<file path="src/rtl/wdt_multi.sv">
// Multi-channel watchdog: per-channel timeout and early-kick window,
// one shared free-running prescaler.
module wdt_multi #(
  parameter int NUM_CH = 4,
  parameter int CNT_W  = 32,
  parameter int PRE_W  = 8,
  localparam int CH_W  = (NUM_CH > 1) ? $clog2(NUM_CH) : 1
) (
  input  logic              clk,
  input  logic              rst,
  input  logic [PRE_W-1:0]  prescale,
  input  logic              cfg_we,
  input  logic [CH_W-1:0]   cfg_ch,
  input  logic [CNT_W-1:0]  cfg_timeout,
  input  logic [CNT_W-1:0]  cfg_window,
  input  logic [NUM_CH-1:0] en,
  input  logic [NUM_CH-1:0] kick,
  output logic [NUM_CH-1:0] wto,
  output logic [NUM_CH-1:0] early,
  output logic              irq,
  output logic [CNT_W-1:0]  rd_cnt
);

  localparam logic [1:0] IDLE = 2'd0;
  localparam logic [1:0] RUN  = 2'd1;
  localparam logic [1:0] EXP  = 2'd2;

  logic [PRE_W-1:0]  pre_cnt;
  logic              tick;
  logic [CNT_W-1:0]  tmo_q [NUM_CH];
  logic [CNT_W-1:0]  win_q [NUM_CH];
  logic [CNT_W-1:0]  cnt_q [NUM_CH];
  logic [1:0]        st_q  [NUM_CH];
  logic [NUM_CH-1:0] early_q;

  assign tick = (pre_cnt == prescale);

  always_ff @(posedge clk or negedge rst) begin
    if (!rst) begin
      pre_cnt <= '0;
    end else if (tick) begin
      pre_cnt <= '0;
    end else begin
      pre_cnt <= pre_cnt + 1'b1;
    end
  end

  // Out-of-range cfg_ch matches no channel, so the write is dropped.
  always_ff @(posedge clk or negedge rst) begin
    if (!rst) begin
      for (int i = 0; i < NUM_CH; i++) begin
        tmo_q[i] <= '0;
        win_q[i] <= '0;
      end
    end else begin
      for (int i = 0; i < NUM_CH; i++) begin
        if (cfg_we && (cfg_ch == CH_W'(i))) begin
          tmo_q[i] <= cfg_timeout;
          win_q[i] <= cfg_window;
        end
      end
    end
  end

  always_ff @(posedge clk or negedge rst) begin
    if (!rst) begin
      for (int i = 0; i < NUM_CH; i++) begin
        cnt_q[i] <= '0;
        st_q[i]  <= IDLE;
      end
      early_q <= '0;
    end else begin
      for (int i = 0; i < NUM_CH; i++) begin
        case (st_q[i])
          IDLE: begin
            if (en[i]) begin
              st_q[i]  <= RUN;
              cnt_q[i] <= tmo_q[i];
            end
          end
          RUN: begin
            if (!en[i]) begin
              st_q[i] <= IDLE;
            end else if (kick[i]) begin
              // Kick beats a coincident zero tick.
              if ((win_q[i] != '0) && (cnt_q[i] > win_q[i])) begin
                st_q[i]    <= EXP;
                early_q[i] <= 1'b1;
              end else begin
                cnt_q[i] <= tmo_q[i];
              end
            end else if (tick) begin
              if (cnt_q[i] == '0) begin
                st_q[i] <= EXP;
              end else begin
                cnt_q[i] <= cnt_q[i] - 1'b1;
              end
            end
          end
          EXP: begin
            if (!en[i]) begin
              st_q[i]    <= IDLE;
              early_q[i] <= 1'b0;
            end
          end
          default: begin
            st_q[i]    <= IDLE;
            early_q[i] <= 1'b0;
          end
        endcase
      end
    end
  end

  always_comb begin
    wto    = '0;
    rd_cnt = '0;
    for (int i = 0; i < NUM_CH; i++) begin
      wto[i] = (st_q[i] == EXP);
      if (cfg_ch == CH_W'(i)) begin
        rd_cnt = cnt_q[i];
      end
    end
  end

  assign early = early_q;
  assign irq   = |wto;

endmodule

</file>
<file path="config.mk">
export PLATFORM = sky130hd
export DESIGN_NAME = wdt_multi
export DESIGN_NICKNAME = d
export VERILOG_FILES = /design/src/rtl/wdt_multi.sv
export SDC_FILE = /design/constraint.sdc
export NUM_CORES = 1
export LEC_CHECK = 0
export CAP_MARGIN = 20
export CORE_MARGIN = 8
export CORE_UTILIZATION = 35
export DETAILED_ROUTE_END_ITERATION = 7
export PLACE_DENSITY = 0.58
export RECOVER_POWER = 50
export SETUP_SLACK_MARGIN = 0.3
export SLEW_MARGIN = 10
export SYNTH_ARGS = -nofsm -noshare
export SYNTH_HDL_FRONTEND = slang
export SYNTH_SLANG_ARGS = --single-unit
</file>
<file path="constraint.sdc">
create_clock -name clk -period 3.2 [get_ports clk]
set_input_delay 0.32 -clock clk [delete_from_list [all_inputs] [get_ports clk]]
set_output_delay 0.32 -clock clk [all_outputs]
set_load 0.005 [all_outputs]
</file>
==> summary.md <==
| Metric | Value |
|---|---|
| Setup WS pre-CTS | `-0.139 ns` |
| Mux contribution to synthesized area | `0.142` |
| Average size of a mapped cell | `10.1 um2` |
| Post-synth top area share | `0.438` |
| Count of state elements after synthesis | `~400` |
| CTS tree | `done` |
| Synth warnings | `0` |
| Critical R2R Launch | `cnt_q[48]$_DFFE_PN0P_` |
| Wire length per cell | `28.6 um` |
| Drt total wl | `99900 um` |
| Synthesized cell area | `roughly 0.023 mm2` |
| Adder-cell share of the synthesized area | `0.0721` |
| Cells after synthesis | `2295` |
| Main flop type after synthesis | `dfrtp_1` |
| Most common cell in the netlist | `dfrtp_1` |
| WP data arrival | `3.57 ns` |
| Max Fclk | `330 MHz` |
| Failing checks | `max-capacitance violations, max-slew violations` |
| Clock buffer depth | `3` |
| Largest family of logic cells by synthesized area | `compound AO/OA/AOI/OAI gates` |
| Die area | `0.0744 mm2` |
| Grt total ovfl | `0` |
| Vias per inst | `6.05` |
| Hold Path Origin | `en[2]` |
| CTS clk-pin slew, worst paths | `around 0.060 ns` |
| Distinct cell type count after synthesis | `79` |
| Initial antenna violation count | `8` |
| Status | `finished with violations` |
| Total negative slack | `0 ns` |
| Antenna viol nets, final | `0` |
| Post-synthesis sequential area ratio | `0.438` |
| Crit path from | `cnt_q[48]$_DFFE_PN0P_` |
| Chip width | `~270 um` |
| Synth Area in Compound Gates | `0.161` |
| First-pass GRT wire length | `approximately 140000 um` |
| Sink Count | `404` |
| Area growth syn-to-layout | `27.6%` |
| Vias | `around 21000` |
| Hold crit path type | `in2reg` |
| Starting Density | `0.352` |
| Critical Path Start Type | `flop` |
| Required time of the critical path | `3.74 ns` |
| Layout cell share with drive strength beyond 1 | `0.278` |
| Critical path class | `reg2reg` |
| Final #Nets | `2801` |
| RSZ-0062 raised after global routing | `true` |
| DRC Markers | `0` |
| Num CTS Buffers | `a little under 50` |
| Site Rows | `94` |
| Rel. slew slack | `-0.495` |
| Top cells by area, synth | `dfrtp_1, mux2_2, ha_1` |
| Syn_nets | `2513` |
| Crit. End Element | `flop` |
| Critical path peak fanout | `8` |
| Period utilisation layout | `0.946` |
| Fin Clk Skew | `roughly 0.029 ns` |
| Vias in the first global route | `slightly above 20000` |
| Util after Layout | `0.450` |
| Post-synth EDFFs | `0` |
| PD cells | `874 mW/mm2` |
| Iter 0 DRT Violations | `2185` |
| Clock Tree Root | `clkbuf_16` |
| Leak | `12.2 nW` |
| Largest net degree at the start of global routing | `between 90 and 100` |
| TritonRoute pass-1 iters | `6` |
| Port-buffer cells | `125` |
| Minimum clock period | `3.03 ns` |
| Clock latency on the worst-skew pair | `0.62 ns` |
| Max Cap Violations | `2` |
| Slew at the pin closest to its max-slew limit | `about 2.2 ns` |
| Peak supply drop | `0.455 mV` |
| Final Hold Fails | `0` |
| Max-slew violations | `~170` |
| Num ports | `126` |
| GPL Wtd Cong | `0.974` |
| Synth Area in XOR/XNOR | `0.00531` |
| Simple-gate share of the synthesized area | `0.136` |
| Die Span Y | `273 um` |
| FFs w/ async S/R, synth | `1.00` |
| Hold Slack | `0.379 ns` |
| Biggest area consumer among synthesized cells | `dfrtp_1` |
| Core area | `0.0655 mm2` |
| Worst setup margin | `~0.17 ns` |
| GR Util All Layers | `0.259` |
| H-tree depth | `2` |
| HPWL after DPL | `72100 um` |
| Top cells by count, synth | `dfrtp_1, mux2_2, nor2_1` |
| Final setup vio count | `0` |
| Filler Cell Count | `between 6000 and 7000` |
-- placed cells by master, fill, tap and decap left out, drive strengths merged, types with 32 or more instances in the layout --
cell type        n
a21oi          159
a31oi           49
buf            226
clkbuf          76
clkdlybuf4s50  122
dfrtp          404
ha             133
inv            151
mux2           225
mux4            32
nand2          112
nand3           36
nand4           48
nor2           190
nor3            66
nor4            65
o21ai          162
o22a            35
-- power breakdown --
group          internal [mW]  switching [mW]  total (mW)  leakage (nW)
Sequential              6.65            2.16        8.81          4.74
Clock                   3.70            2.41        6.11         0.854
Combinational           5.04            5.77        10.8          6.57
-- repair_timing --
item | CTS | global route
hold buffers | 1 | 0
gates cloned | 9 | 2
setup buffers | 21 | 41
endpoints found under the hold margin | 66 | 0
resized for setup | 99 | 81
endpoints found under the setup margin | 112 | 115
pin swaps | 31 | 46
-- final cells by class --
class                   instances  area [um2]  area share
diodes                          3        7.51    0.000255
clock buffers                  68        1400      0.0475
clock inverters                23         353      0.0120
inverters                     150         563      0.0191
multi-input cells            1621       12400       0.423
flip-flops and latches        404       10200       0.345
well taps                     864        1080      0.0367
repair buffers                357        3430       0.117
-- state kept, by name, indices dropped and copies added, names as in the netlist --
name and flops:
tmo_q 128, cnt_q 128, early 4, pre_cnt 8
win_q 128, st_q 8
-- per-stage QoR --
stage               instances  cell area, um2  power (mW)
finish                   3490           29400        25.7
global route             3487           29400        26.9
CTS                      3444           28800        25.0
detailed placement       3322           26300        18.0
global placement         3322           26300        17.7
floorplan                2295           23100        13.1
-- critical path, stage by stage, from the launching register on --
cell	delay (ns)
dfrtp_1	0.44
ha_1	0.30
nand4_1	0.14
or4_4	0.56
or3b_4	0.38
a311o_1	0.33
nand3_4	0.16
buf_6	0.14
buf_12	0.12
buf_16	0.15
a21oi_1	0.05
o22ai_1	0.17
-- cells by family (layout without fill, tap and decap cells) --
logic type,after synthesis,in the layout
AND/OR/NAND/NOR,627,627
AO/OA/AOI/OAI,588,588
flip-flops,404,404
buffers and inverters,270,598
multiplexers,259,259
adder cells (fa/ha/maj),133,133
XOR/XNOR,14,14
other,0,3
-- worst paths after layout --
kind | to | slack, ns | cells after the start
min reg2reg | tmo_q[114]$_DFFE_PN0P_ | 0.50 | 1
max | cnt_q[36]$_DFFE_PN0P_ | 0.17 | 11
min | st_q[3]$_DFFE_PN0P_ | 0.38 | 2
min in group asynchronous | tmo_q[92]$_DFFE_PN0P_ | 0.91 | 2
max reg2reg | cnt_q[36]$_DFFE_PN0P_ | 0.17 | 11
max in group asynchronous | cnt_q[14]$_DFFE_PN0P_ | 0.48 | 3
-- routing by layer --
metal,global-route usage,up-vias,wire [um]
met5,0,-,37
met4,0.132,6,6170
met3,0.0488,261,7680
met2,0.411,1043,45300
met1,0.335,10700,40600
li1,-,9134,-
Note: power is estimated with default switching activity, not from simulation.
